==> src/rtl/reg_dump_reader_pkg.sv <==
// Shared definitions for the register-dump reader.
//   state_t       : FSM state encoding (2-bit), also exported on the debug state port
//   DEF_*         : default sizes shared with the register file and debug display path
package reg_dump_reader_pkg;

  typedef enum logic [1:0] {
    ST_IDLE = 2'd0,
    ST_LOAD = 2'd1,
    ST_SEND = 2'd2
  } state_t;

  localparam int DEF_NUM_REGS  = 32;
  localparam int DEF_ADDR_W    = 5;
  localparam int DEF_DATA_W    = 32;
  localparam int DEF_FIRST_REG = 0;

endpackage

==> src/rtl/reg_dump_reader.sv <==
// Debug-side register dump reader.
// On a start pulse it walks the register file's debug read address over
// FIRST_REG..NUM_REGS-1 and streams (index, data) pairs out on a valid/ready port.
//
// Ports
//   clk, rst   : clock, synchronous active-high reset
//   start      : begin a dump (only honoured in IDLE)
//   abort      : cancel a dump in progress (wins over start and handshakes)
//   dbg_addr   : debug read address to the register file (combinational from state)
//   dbg_data   : debug read data from the register file (combinational)
//   out_valid, out_ready, out_idx, out_data, out_last : output word stream
//   busy       : high while loading or sending
//   done       : one-cycle pulse after the last word is accepted
//   state      : current FSM state, for observation only
//
// Handshake: a word transfers on any posedge where out_valid && out_ready.
// While out_valid is high and out_ready is low, out_idx/out_data/out_last are
// held unchanged. out_valid never drops without a transfer except on abort/rst.
module reg_dump_reader
  import reg_dump_reader_pkg::*;
#(
  parameter int NUM_REGS  = DEF_NUM_REGS,
  parameter int ADDR_W    = DEF_ADDR_W,
  parameter int DATA_W    = DEF_DATA_W,
  parameter int FIRST_REG = DEF_FIRST_REG
) (
  input  logic              clk,
  input  logic              rst,
  input  logic              start,
  input  logic              abort,
  output logic [ADDR_W-1:0] dbg_addr,
  input  logic [DATA_W-1:0] dbg_data,
  output logic              out_valid,
  input  logic              out_ready,
  output logic [ADDR_W-1:0] out_idx,
  output logic [DATA_W-1:0] out_data,
  output logic              out_last,
  output logic              busy,
  output logic              done,
  output logic [1:0]        state
);

  localparam logic [ADDR_W-1:0] FIRST_IDX = ADDR_W'(FIRST_REG);
  localparam logic [ADDR_W-1:0] LAST_IDX  = ADDR_W'(NUM_REGS - 1);

  state_t state_q, state_d;
  logic   load_word;   // capture the first word (FIRST_REG)
  logic   advance;     // handshake on a non-last word: capture the next one
  logic   finish;      // handshake on the last word

  // Next-state and datapath controls.
  always_comb begin
    state_d   = state_q;
    dbg_addr  = FIRST_IDX;
    load_word = 1'b0;
    advance   = 1'b0;
    finish    = 1'b0;

    case (state_q)
      ST_IDLE: begin
        if (start) state_d = ST_LOAD;
      end
      ST_LOAD: begin
        load_word = 1'b1;
        state_d   = ST_SEND;
      end
      ST_SEND: begin
        // Prefetch the next index so its data is ready at the handshake edge.
        dbg_addr = (out_idx == LAST_IDX) ? FIRST_IDX : out_idx + ADDR_W'(1);
        if (out_ready) begin
          if (out_idx == LAST_IDX) begin
            finish  = 1'b1;
            state_d = ST_IDLE;
          end else begin
            advance = 1'b1;
          end
        end
      end
      default: state_d = ST_IDLE;
    endcase

    // abort overrides everything, including start in IDLE and a handshake.
    if (abort) begin
      state_d   = ST_IDLE;
      load_word = 1'b0;
      advance   = 1'b0;
      finish    = 1'b0;
    end
  end

  always_ff @(posedge clk) begin
    if (rst) begin
      state_q   <= ST_IDLE;
      out_valid <= 1'b0;
      out_idx   <= '0;
      out_data  <= '0;
      done      <= 1'b0;
    end else begin
      state_q <= state_d;
      done    <= 1'b0;
      if (abort) begin
        // Index and data keep their last values.
        out_valid <= 1'b0;
      end else if (load_word) begin
        out_valid <= 1'b1;
        out_idx   <= FIRST_IDX;
        out_data  <= dbg_data;
      end else if (advance) begin
        out_idx  <= out_idx + ADDR_W'(1);
        out_data <= dbg_data;
      end else if (finish) begin
        out_valid <= 1'b0;
        done      <= 1'b1;
      end
    end
  end

  assign out_last = out_valid && (out_idx == LAST_IDX);
  assign busy     = (state_q != ST_IDLE);
  assign state    = state_q;

endmodule

==> config.mk <==
export PLATFORM = sky130hd
export DESIGN_NAME = reg_dump_reader
export DESIGN_NICKNAME = d
export VERILOG_FILES = /design/src/rtl/reg_dump_reader_pkg.sv /design/src/rtl/reg_dump_reader.sv
export SDC_FILE = /design/constraint.sdc
export NUM_CORES = 1
export LEC_CHECK = 0
export CORE_UTILIZATION = 38
export CTS_CLUSTER_DIAMETER = 150
export DETAILED_ROUTE_END_ITERATION = 8
export GPL_TIMING_DRIVEN = 0
export PLACE_DENSITY = 0.78
export SKIP_LAST_GASP = 1
export SYNTH_ARGS = -nofsm -noshare
export SYNTH_HDL_FRONTEND = slang
export SYNTH_SLANG_ARGS = --single-unit
==> constraint.sdc <==
create_clock -name clk -period 2.9 [get_ports clk]
set_clock_uncertainty 0.05 [all_clocks]
set_input_delay 0.87 -clock clk [delete_from_list [all_inputs] [get_ports clk]]
set_output_delay 0.87 -clock clk [all_outputs]
set_load 0.01 [all_outputs]
## Word level (Yosys, flattened, before mapping)

Cells that the tools add are included.

| word-level totals | value |
|---|---|
| bits in registers | 41 |
| bits in latches | 0 |
| bits in writable memories | 0 |
| bits in read-only memories | 0 |
| input bits | 37 |
| output and inout bits | 48 |
| logic and storage cells | 48 |
| memories kept | 0 |

| operators by class | value |
|---|---|
| $add $sub $neg | 1 |
| multipliers | 0 |
| divide/modulo/power cells | 0 |
| $lt $le $gt $ge | 0 |
| eq/ne operators | 7 |
| shift-type cells | 0 |
| mux-type cells | 24 |
| bitwise logic cells | 1 |
| reductions and logical operators | 10 |

Operators by type and width:

| operator | count |
|---|---|
| 32-bit 2-to-1 mux | 2 |
| 5-bit 2-to-1 mux | 4 |
| 1-bit 2-to-1 mux | 14 |
| 2-bit inequality test (second input constant) | 4 |
| 2-bit 2-to-1 mux | 3 |
| 2-bit one-hot mux with 3 select lines | 1 |
| 2-bit nonzero test | 3 |
| 5-bit by 1-bit adder with 5-bit output (second input constant) | 1 |
| 5-bit equality test (second input constant) | 1 |
| 2-bit AND reduction | 2 |
| 4-bit OR reduction | 1 |
| 3-bit AND reduction | 1 |
| 2-bit by 1-bit equality test with 1-bit output (second input constant) | 1 |
| 2-bit equality test (second input constant) | 1 |
| 2-bit logical NOT | 1 |
| 2-bit OR reduction | 1 |
| 1-bit logical AND | 1 |
| 1-bit NOT | 1 |

## Depth between registers and ports, before layout

Gate-level depths: netlist of run 1.

| logic depth | value |
|---|---|
| word-level depth | 8 |
| depth in mapped cells | 7 |
| depth with buffers taken out | 6 |

## Least setup slack after synthesis of run 1

Ideal clock, no wire load.

| timing path | value |
|---|---|
| path kind | flip-flop to output port |
| from | register out_idx[0] |
| to | output port dbg_addr[2] |
| arrival time | 1.551 ns |
| data required time | 1.980 ns |
| setup slack | 0.429 ns |
| cell stages (with the launch flop) | 8 |
| cell sequence | dfxtp_1 -> ha_1 -> and3_1 -> ha_1 -> clkbuf_1 -> inv_1 -> nand3b_1 -> nor2_1 |

| between the ends | value |
|---|---|
| longest elaborated chain between the ends | 3 |

Ends and longest elaborated chain:

| what | RTL line | text |
|---|---|---|
| start: declaration | reg_dump_reader.sv:35 | `output logic [ADDR_W-1:0] out_idx,` |
| start signal: assignment | reg_dump_reader.sv:109 | `out_idx <= out_idx + ADDR_W'(1);` |
| 5-bit by 1-bit adder with 5-bit output or 5-bit equality test (tied branches) | reg_dump_reader.sv:69 | `dbg_addr = (out_idx == LAST_IDX) ? FIRST_IDX : out_idx + ADDR_W'(1);` |
| 5-bit 2-to-1 mux * | reg_dump_reader.sv:69 |  |
| 5-bit 2-to-1 mux * | reg_dump_reader.sv:59 | `case (state_q)` |
| end: declaration | reg_dump_reader.sv:31 | `output logic [ADDR_W-1:0] dbg_addr,` |

Mark *: on every way between the ends. The rest lies on a longest branch, timed or not.

## Worst setup path in the final report of run 1

| timing path | value |
|---|---|
| from | register out_idx[0] |
| to | output port dbg_addr[3] |

The elaborated chain is that of the path after synthesis.

==> impl_metrics.yaml, run 1 <==
floorplanning:
  ios: 85
  die_y_um: 66.54
  row_count: 23
  die-area_um2: 4428
  die_x_um: 66.54
  initial_core_util: 0.3957
  coreArea_um2: 4000
place:
  place_area_um2: 2486
  gp_congestion: 0.7427
  hpwl_um: 2914
  port_buffers: 84
power_and_ir_drop:
  p_seq_frac: 0.522
  p_total_mw: 1.126
  powerDensity_nw_per_um2: 432.7
  p_leak_nw: 1.006
  p_int_mw: 0.8678
  power.clock.fraction: 0.349
  vdd_ir_drop_max_mv: 0.3529
  combPwrFrac: 0.130
  sw_frac_of_total: 0.2294
  p_switching_mw: 0.2583
sta:
  setup_viol: 0
  fin_crit_ns: 2.776
  rsz0062_at_grt: "false"
  tightestPinTransition_ns: 0.4383
  relSlewSlack: 0.7072
  slew_viol_final: 0
  min_period_over_period: 0.9572
  worst_hold_slack_ns: 0.4334
  final-hold-violation-count: 0
  fmax_mhz: 360.2
route:
  routed_via_density: 5.048
  ant_nets: 0
  routed_wl_um: 3998
  drtPass1Iterations: 7
  drt_iter0_markers: 36
  avgRoutedWirePerCell_um: 14.64
  vias: 1378
  drc: 0
layout:
  fin_area_um2: 2603
  utilization: 0.6506
  drive_above_1_share: 0.2601
  mostFrequentLayoutCells: "clkdlybuf4s50_1 (78), dfxtp_1 (39), a22o_2 (27), a21oi_1 (6), clkbuf_8 (6)"
  antennaDiodeCount: 0
  final_common_cell: "clkdlybuf4s50_1"
  area_growth_syn_to_layout_pct: 64.43
  n_fill_cell: 350
  final_nets: 262
clocking:
  cts_sinks: 41
  cts_tree: "yes"
  clk_path_buf_depth: 2
  insertion_delay_ns: 0.29
  cts-root-buf: "clkbuf_8"
  path_clk_slew_ns: 0.08
  htreeDepth: 2
  numCtsBuffers: 5
hold_path:
  min_path_type: "reg -> reg"
synth:
  syn_inst: 132
  ys_seq_elements: 41
  ys_seq_area_frac: 0.5186
  avgSynthCellArea_um2: 11.99
  syn-num-nets: 172
  syn_area_um2: 1583
  ys_types: 34
  yosys_warnings: 0
worst_setup_path:
  crit_type: "reg -> out"
  cpMaxStageDelayCell: "dfxtp_4"
  max_stage_delay_ns: 0.37
  crit_arrival_ns: 1.86
  cp-end-kind: "output pin"
  startpoint_type: "flop"
  path_cells: "ha_2, and3_4, ha_4, inv_1, nand3b_1, nor2_1, dlygate4sd2_1"
  cp.required_ns: 1.98
  critPathBufInv: 2
  crit_family: "simple AND/OR/NAND/NOR gates"
  crit_fanout: 12
global_routing:
  antenna_found_initial: 0
  grt_pass1_wl_um: 5947
  grt_pass1_vias: 1252
  overflow: 0
  grt_use_total: 0.1796
  grt_max_degree: 14
status:
  outcome: "completed"
job:
  drv_cap: 0
-- worst register-to-register path, cell delays in order (launching register included) --
cell and delay [ns]:
dfxtp_4 0.38, ha_2 0.20, and3_4 0.21, ha_4 0.19
and4bb_4 0.26, o21ba_2 0.25, buf_2 0.19, a22o_2 0.23
-- flip-flops by register name, indices dropped and copies added (netlist names) --
signal     cells
state          2
out_idx        5
out_data      32
done           1
out_valid      1
-- power by group through the flow --
stage	clock network, mW	registers, mW	logic, mW
after floorplan	0	0.608	0.0460
after global placement	0	0.601	0.145
after detailed placement	0	0.601	0.146
after CTS	0.409	0.588	0.147
after global routing	0.430	0.590	0.156
final	0.393	0.587	0.146
-- layout make-up --
class,instances,area (um^2),area share
multi-input combinational,80,709.4,0.2726
sequential,41,825.8,0.3173
buffer,7,60.06,0.02308
timing repair buffer,84,837.1,0.3216
clock inverter,2,13.76,0.005288
tap,50,62.56,0.02404
inverter,3,11.26,0.004327
clock buffer,6,82.58,0.03173
-- cells in the mapped netlist --
cell	number	area, um^2
nor2b_2	1	8.760
or4_1	2	15.01
and4bb_4	1	16.27
clkbuf_1	1	3.750
o31ai_1	2	15.01
or2_2	2	12.51
a22o_2	27	270.3
ha_1	3	37.54
nand4bb_4	1	27.53
nand3_1	4	20.02
nand2b_1	1	6.260
and4bb_2	2	25.02
nor2_1	4	15.01
or3_1	1	6.260
and2_1	1	6.260
and3_1	1	6.260
nand2_1	1	3.750
a22o_1	5	43.79
nor3b_1	1	7.510
xnor2_1	1	8.760
buf_6	4	45.04
a21oi_1	6	30.03
o21ai_0	3	15.01
nor3_1	2	10.01
and3b_2	1	10.01
buf_2	3	15.01
nand3b_1	2	15.01
or2b_1	1	7.510
dfxtp_1	41	820.8
o31ai_4	1	21.27
xor2_1	1	8.760
inv_1	3	11.26
o21bai_1	1	7.510
o21ba_2	1	10.01
-- repair_timing --
action	CTS	global route
hold buffers	0	0
resized for setup	9	5
endpoints found under the setup margin	6	4
setup buffers	0	0
-- worst paths after layout --
| path | slack [ns] | to | start | depth (start not counted) |
|---|---|---|---|---|
| min | 0.43 | out_data[9]$_SDFFE_PP0P_ | out_data[9]$_SDFFE_PP0P_ | 1 |
| min reg2reg | 0.43 | out_data[9]$_SDFFE_PP0P_ | out_data[9]$_SDFFE_PP0P_ | 1 |
| max reg2reg | 0.84 | out_data[2]$_SDFFE_PP0P_ | out_idx[0]$_SDFFE_PP0P_ | 7 |
| max | 0.12 | dbg_addr[3] | out_idx[0]$_SDFFE_PP0P_ | 7 |
-- per-stage QoR --
| step | instances | worst slack, ns | setup TNS, ns |
|---|---|---|---|
| floorplan | 132 | 0.4293 | 0 |
| global placement | 266 | -0.1641 | -0.4683 |
| detailed placement | 266 | -0.1511 | -0.4315 |
| CTS | 273 | 0.004351 | 0 |
| global route | 273 | 0.01252 | 0 |
| finish | 273 | 0.1241 | 0 |
-- logic make-up (layout without fill, tap and decap cells) --
group	Yosys count	after routing	synth area share
adders and majority gates	3	3	0.02372
AOI/OAI and AO/OA	46	46	0.2609
xor gates and xnor gates	2	2	0.01107
buffers and inverters	11	102	0.04742
DFF	41	41	0.5186
and+or+nand+nor	29	29	0.1383
-- routing by layer --
| metal | global-route usage | wire length, um |
|---|---|---|
| met5 | 0 | 0 |
| met4 | 0.07447 | 55 |
| met3 | 0.07192 | 298 |
| met2 | 0.2778 | 1913 |
| met1 | 0.2188 | 1730 |
Note: power is estimated with default switching activity, not from simulation.
==> run 2, diff against run 1 <==
--- a/config.mk
+++ b/config.mk
@@ -11,6 +11,8 @@
 export GPL_TIMING_DRIVEN = 0
 export PLACE_DENSITY = 0.78
 export SKIP_LAST_GASP = 1
+export SLEW_MARGIN = 30
 export SYNTH_ARGS = -nofsm -noshare
 export SYNTH_HDL_FRONTEND = slang
 export SYNTH_SLANG_ARGS = --single-unit
+export TNS_END_PERCENT = 10
==> run 2 against run 1 <==
Against the previous run:
- the flow now finishes with violations (setup timing)
- sequential share of layout area fell by 0.10 points
- register-to-register slack worse by 0.13 ns
- sequential cell count unchanged
- global-route usage did not move
==> impl_metrics.yaml, run 2 (synthesis results as in run 1) <==
status:
  outcome: "complete, but fails checks"
  violations: "setup timing"
route:
  routed_wl_um: 3955
  ant_nets: 0
  drc: 0
  drt_iter0_markers: 34
  drtPass1Iterations: 7
  avgRoutedWirePerCell_um: 14.49
  vias: 1358
  routed_via_density: 4.974
global_routing:
  grt_pass1_wl_um: 5947
  grt_pass1_vias: 1252
  overflow: 0
  grt_max_degree: 14
  antenna_found_initial: 0
  grt_use_total: 0.1796
floorplanning:
  initial_core_util: 0.3957
  ios: 85
  coreArea_um2: 4000
  die_x_um: 66.54
  die_y_um: 66.54
  die-area_um2: 4428
  row_count: 23
power_and_ir_drop:
  p_leak_nw: 1.012
  powerDensity_nw_per_um2: 434.8
  vdd_ir_drop_max_mv: 0.3525
  p_total_mw: 1.128
clocking:
  cts_sinks: 41
  cts-root-buf: "clkbuf_8"
  numCtsBuffers: 5
  cts_tree: "yes"
  path_clk_slew_ns: 0.08
  htreeDepth: 2
  cts_hold_buf: 0
  ctsResizeCount: 3
  cts_setup_buffers: 0
  insertion_delay_ns: 0.29
  clk_path_buf_depth: 2
worst_setup_path:
  startpoint_type: "flop"
  path_cells: "ha_1, and3_1, ha_1, and4bb_2, clkdlybuf4s50_1"
  cp-end-kind: "output pin"
  critPathLaunch: "out_idx[0]$_SDFFE_PP0P_"
  timing.rr.end: "out_data[2]$_SDFFE_PP0P_"
  crit_family: "simple AND/OR/NAND/NOR gates"
  crit_arrival_ns: 2.19
  crit_type: "reg -> out"
  critPathBufInv: 1
  max_stage_delay_ns: 0.53
  reg2reg_slack_ns: 0.71
  cpMaxStageDelayCell: "clkdlybuf4s50_1"
  crit_top_cell: "ha_1"
  worstRegToRegCells: 7
  crit_fanout: 6
  cp.required_ns: 1.98
  reg2reg_from: "out_idx[0]$_SDFFE_PP0P_"
hold_path:
  min_path_type: "reg -> reg"
  min_from: "out_data[9]$_SDFFE_PP0P_"
  hold_depth: 1
  min_to: "out_data[9]$_SDFFE_PP0P_"
layout:
  utilization: 0.6487
  largest_reg_flops: 32
  area_growth_syn_to_layout_pct: 63.95
  antennaDiodeCount: 0
  seqCellArea_um2: 820.8
  top_register: "out_data"
  multi_input_area_um2: 699.4
  mostFrequentLayoutCells: "clkdlybuf4s50_1 (81), dfxtp_1 (41), a22o_2 (27), a21oi_1 (6), clkbuf_8 (6)"
  drive_above_1_share: 0.2377
  n_fill_cell: 350
  fin_area_um2: 2595
  final_nets: 262
  final_common_cell: "clkdlybuf4s50_1"
sta:
  tightestPinTransition_ns: 0.4592
  min_period_over_period: 1.073
  final-hold-violation-count: 0
  fin_crit_ns: 3.112
  setup_ws_ns: -0.2117
  slew_viol_final: 0
  fmax_mhz: 321.4
  tns_ns: -0.4579
  relSlewSlack: 0.6933
  setup_viol: 3
  rsz0062_at_grt: "true"
job:
  drv_cap: 0
place:
  place_area_um2: 2486
  hpwl_um: 2914
  port_buffers: 84
  gp_congestion: 0.7427
## run 2: worst max path at each step
stage,end,slack (ns),depth (start not counted)
6_report,dbg_addr[1],-0.21,5
5_1_grt,dbg_addr[1],-0.30,5
4_1_cts,dbg_addr[2],-0.25,7
3_5_place_dp,dbg_addr[3],-0.15,8
3_3_place_gp,dbg_addr[3],-0.16,8
2_1_floorplan,dbg_addr[2],0.43,7
## run 2: power breakdown
part	switching [mW]	leakage (nW)	internal (mW)
sequential	0.00967	0.332	0.579
clock	0.201	0.0512	0.193
combinational	0.0490	0.629	0.0972
total	0.260	1.01	0.869
## run 2: area by class of cell
class                      instances  area share
timing repair buffer              84      0.3255
buffer                             7     0.02314
sequential                        41      0.3163
clock buffer                       6     0.03182
multi-input combinational         80      0.2695
inverter                           3    0.004339
clock inverter                     2    0.005304
tap                               50     0.02411
## run 2: metrics by stage
step | setup slack [ns] | hold WS, ns | std cells
3_3_place_gp | -0.1641 | 0.4131 | 266
6_report | -0.2117 | 0.4334 | 273
5_1_grt | -0.2994 | 0.4492 | 273
2_1_floorplan | 0.4293 | 0.4722 | 132
3_5_place_dp | -0.1511 | 0.4168 | 266
4_1_cts | -0.2474 | 0.4386 | 273
## run 2: routing by layer
metal	global-route usage	up-vias	share of wire
met5	0	-	0
met4	0.07447	0	0.014
met3	0.07192	5	0.064
met2	0.2778	43	0.47
met1	0.2188	630	0.45
li1	-	680	-
